**src/rtl/mac_issue_ctrl.sv**
```systemverilog
// MAC issue controller: shadows the MAC pipeline to detect RAW, WAW and
// accumulator hazards, and arbitrates the shared register-file write port.
module mac_issue_ctrl #(
    parameter int MAC_DEPTH = 4,
    parameter int CNT_W     = 16
) (
    input  logic             clk,
    input  logic             rst,
    input  logic             freeze,
    input  logic             dec_valid,
    input  logic             dec_is_mac,
    input  logic [4:0]       dec_rd,
    input  logic [4:0]       dec_rs1,
    input  logic [4:0]       dec_rs2,
    input  logic             dec_uses_rs1,
    input  logic             dec_uses_rs2,
    input  logic             alu_wb_valid,
    output logic             dec_ready,
    output logic             mac_issue,
    output logic             wb_sel_mac,
    output logic             alu_wb_ready,
    output logic             mac_busy,
    output logic [2:0]       occupancy,
    output logic [CNT_W-1:0] stall_cnt
);

    logic [MAC_DEPTH-1:0] valid_q, valid_d;
    logic [4:0]           rd_q [MAC_DEPTH];
    logic [4:0]           rd_d [MAC_DEPTH];
    logic [CNT_W-1:0]     stall_cnt_q, stall_cnt_d;

    logic raw_haz, waw_haz, acc_haz;

    // Hazard detection over every valid shadow entry, including the retiring one.
    always_comb begin
        raw_haz   = 1'b0;
        waw_haz   = 1'b0;
        occupancy = 3'd0;
        for (int i = 0; i < MAC_DEPTH; i++) begin
            if (valid_q[i]) begin
                occupancy = occupancy + 3'd1;
                if (rd_q[i] != 5'd0) begin
                    if (dec_uses_rs1 && (dec_rs1 == rd_q[i])) raw_haz = 1'b1;
                    if (dec_uses_rs2 && (dec_rs2 == rd_q[i])) raw_haz = 1'b1;
                    if (!dec_is_mac && (dec_rd == rd_q[i]))   waw_haz = 1'b1;
                end
            end
        end
        acc_haz      = dec_is_mac & (|valid_q);
        mac_busy     = |valid_q;
        dec_ready    = ~rst & dec_valid & ~freeze & ~(raw_haz | waw_haz | acc_haz);
        mac_issue    = dec_ready & dec_is_mac;
        wb_sel_mac   = valid_q[MAC_DEPTH-1] & ~freeze;
        alu_wb_ready = ~rst & alu_wb_valid & ~freeze & ~wb_sel_mac;
        stall_cnt    = stall_cnt_q;
    end

    // Shadow shift and saturating stall counter; freeze holds everything.
    always_comb begin
        valid_d     = valid_q;
        rd_d        = rd_q;
        stall_cnt_d = stall_cnt_q;
        if (!freeze) begin
            for (int i = 1; i < MAC_DEPTH; i++) begin
                valid_d[i] = valid_q[i-1];
                rd_d[i]    = rd_q[i-1];
            end
            valid_d[0] = mac_issue;
            rd_d[0]    = mac_issue ? dec_rd : 5'd0;
            if (dec_valid && !dec_ready && !(&stall_cnt_q)) begin
                stall_cnt_d = stall_cnt_q + CNT_W'(1);
            end
        end
    end

    always_ff @(posedge clk or posedge rst) begin
        if (rst) begin
            valid_q     <= '0;
            stall_cnt_q <= '0;
            for (int i = 0; i < MAC_DEPTH; i++) rd_q[i] <= 5'd0;
        end else begin
            valid_q     <= valid_d;
            stall_cnt_q <= stall_cnt_d;
            for (int i = 0; i < MAC_DEPTH; i++) rd_q[i] <= rd_d[i];
        end
    end

endmodule
```
**config.mk**
```make
export PLATFORM = sky130hd
export DESIGN_NAME = mac_issue_ctrl
export DESIGN_NICKNAME = d
export VERILOG_FILES = /design/src/rtl/mac_issue_ctrl.sv
export SDC_FILE = /design/constraint.sdc
export NUM_CORES = 1
export LEC_CHECK = 0
export CORE_MARGIN = 5
export CORE_UTILIZATION = 45
export CTS_CLUSTER_DIAMETER = 30
export DETAILED_ROUTE_END_ITERATION = 8
export GPL_ROUTABILITY_DRIVEN = 0
export PLACE_DENSITY = 0.7
export SYNTH_ARGS = -nofsm -noshare
export SYNTH_HDL_FRONTEND = slang
export SYNTH_SLANG_ARGS = --single-unit
```
**constraint.sdc**
```tcl
create_clock -name clk -period 3 [get_ports clk]
set_input_delay 0.3 -clock clk [delete_from_list [all_inputs] [get_ports clk]]
set_output_delay 0.3 -clock clk [all_outputs]
set_load 0.01 [all_outputs]
```
==> results.toml <==
[cells_and_area]
n_antenna_cell = 0
fin_nets = 344
final_common_cell = "xnor2_1"
layout-drive-gt1-share = 0.164
final_cell_mix = "45 x xnor2_1, 44 x clkdlybuf4s50_1, 40 x dfrtp_1"
stdcell_count = 393
area_growth_pct = 24.3
fin_util = 0.575

[worst_setup_path]
worstPathRequired_ns = 2.70
reg2reg_from = "rd_q[1]"
arrival_ns = 2.41
cp_cell_sequence = "or4_1, o21ai_1, nor4_1, o41ai_1, and4_2, dlygate4sd2_1"
cp-end-kind = "output pin"
startpoint = "rd_q[1]"
start_kind = "flip-flop"
crit_fanout = 2
ff2ff_setup_slack_ns = 0.38
cpPeakStageDelay_ns = 0.55
crit_path_end = "dec_ready"
reg2reg_depth = 9
r2r_end = "stall_cnt[1]"
critPathSlowestCell = "or4_1"
crit_type = "reg -> out"

[yosys]
yosysUniqueCellTypes = 40
ys_seq_elements = 40
ys_top_cells_by_area = "dfrtp_1 37%, xnor2_1 14%, xor2_1 11%"
synthSimpleGateAreaFrac = 0.168
synth_xor_area_frac = 0.251
synth_top_family_by_area = "XOR/XNOR gates"
synth_top_area_share = 0.368
netlist_instances = 281
synth_top_area_cell = "dfrtp_1"
synth-compound-area-share = 0.0478
synthAdderAreaFrac = 0.0184
syn_area_um2 = 2720
syn_nets = 308
yosysSeqAreaShare = 0.368
ys_warn_count = 0
syn_avg_cell_area_um2 = 9.68
muxShareOfSynthArea = 0.0759

[clocking]
path_clk_slew_ns = 0.08
cts_hold_buf = 0
h-tree-depth = 2
root_buffer = "clkbuf_8"
clkLatencyLatePin_ns = 0.29
numClockSinks = 40
cts_max_path_buffers = 2
numCtsBuffers = 5
cts_tree = "done"

[place]
pre_cts_ws_ns = 0.166
hpwl_mm = 4.82
dp_cells = 384
portBuffers = 46

[floorplanning]
coreArea_um2 = 5890
die_y_um = 87.8
dieArea_um2 = 7700
pin_count = 47
start_util = 0.462
rows = 28
die_w_um = 87.8

[pwr]
power_mw = 1.53
p_leak_nw = 1.55
ir_drop_mv = 0.421
powerDensity_nw_per_um2 = 452

[hold_path]
min-delay-path-class = "in -> async"

[sta]
worst_pin_slew_ns = 0.667
tns_ns = 0
rsz0062_at_grt = "false"
finalHoldViolations = 0
final.setup.worst_slack_ns = 0.286
max_freq_mhz = 368
finalSetupViolCount = 0
fin_crit_sh = 0.905
max-slew-margin-rel = 0.555
fin_skew_ns = 0.00731
final_max_slew_viol_count = 0
layout_min_cycle_time_ns = 2.71

[detailed_routing]
drtPass1Iterations = 4
avgRoutedWirePerCell_um = 16.3
drt_iter0_markers = 95
drtAntennaViolNets = 0
vias_per_cell = 5.22
drc = 0
drt_wl_total_mm = 6.42
vias = 2050

[grt]
grt.busiest_layer = "met2"
grt_pass1_wl_mm = 10.4
grt_pass1_vias = 2201
overflow = 0
grt_max_degree = 29
grtUsageMet3 = 0.0405
grt_use_met2 = 0.289
use_met1 = 0.229
grtUsageTotal = 0.176
grt_antenna_before_repair = 0

[run_status]
status = "finished, final reports clean"

[flow_run]
drv_cap = 0
-- worst min-delay path by stage --
stage | startpoint | endpoint | slack, ns | cells past startpoint
final | rst | valid_q[1] | 0.49 | 2
after global routing | stall_cnt[12] | stall_cnt[12] | 0.51 | 1
after global placement | stall_cnt[10] | stall_cnt[10] | 0.47 | 1
after CTS | stall_cnt[12] | stall_cnt[12] | 0.50 | 1
after detailed placement | stall_cnt[12] | stall_cnt[12] | 0.48 | 1
after floorplan | valid_q[1] | valid_q[1] | 0.50 | 2
-- repair_timing --
item	CTS	global route
setup buffers	1	0
pin swaps	1	0
setup endpoints to repair	1	1
resized for setup	2	1
-- synthesized netlist by cell type --
cell       n
clkbuf_1  26
a21o_1     2
o21ai_1    1
a31oi_1    1
nor3b_1    4
buf_1      4
nor2_1    14
buf_6      4
and4_1     2
a222oi_1   1
and3_1     5
o21ai_0    2
nor2_2     2
o22ai_1    3
nor4b_1    1
nor3_1     1
nand4_1   13
mux2_2    17
dfrtp_1   40
nand2_1   15
nor2b_1    2
or3b_1     1
nand3_1    7
or4_1      3
or4_4      1
xor2_1    33
nor4_1     6
and2_1     1
nand2b_1   1
a21oi_1    1
mux2_4     1
o41ai_1    1
inv_1      4
and3b_1    1
a211oi_1   1
buf_2      4
nor2b_4    1
a22o_1     5
ha_1       4
xnor2_1   45
-- sequential cells by signal, summed over array words and instances (netlist names) --
register,flops
stall_cnt,16
rd_q,20
valid_q,4
-- where the power goes --
part | switching [mW] | leakage (nW) | internal (mW)
combinational | 0.188 | 0.957 | 0.245
clock | 0.187 | 0.0541 | 0.246
sequential | 0.0687 | 0.542 | 0.593
-- routing by layer --
metal	part of all wire	vias up
met5	0	-
met3	0.064	10
li1	-	1002
met2	0.47	53
met1	0.45	985
met4	0.018	0
-- final cells by class --
| cell class | instances | area [um2] |
|---|---|---|
| Clock buffer | 5 | 68.8 |
| Clock inverter | 3 | 42.5 |
| Fill cell | 528 | 2500 |
| Inverter | 4 | 15.0 |
| Multi-Input combinational cell | 199 | 1530 |
| Sequential cell | 40 | 1000 |
| Tap cell | 75 | 93.8 |
| Timing Repair Buffer | 67 | 632 |
-- worst max-delay path: cells and delay by family, from the launching register on --
kind / cells / cell delay [ns]
and+or+nand+nor: 3 / 0.94
AOI/OAI and AO/OA: 2 / 0.51
DFF: 1 / 0.38
buffers and inverters: 1 / 0.29
-- through the flow --
step	area (um2)	hold WS, ns
after CTS	3380	0.497
after global routing	3380	0.509
after global placement	3260	0.474
after floorplan	2720	0.499
final	3380	0.493
after detailed placement	3260	0.481
-- cell families after synthesis --
kind of cell / after synthesis
XOR/XNOR: 78
buffers and inverters: 42
AO/OA/AOI/OAI: 18
multiplexers: 18
adder cells (fa/ha/maj): 4
AND/OR/NAND/NOR: 81
flip-flops: 40
(Power assumes the default switching activity.)
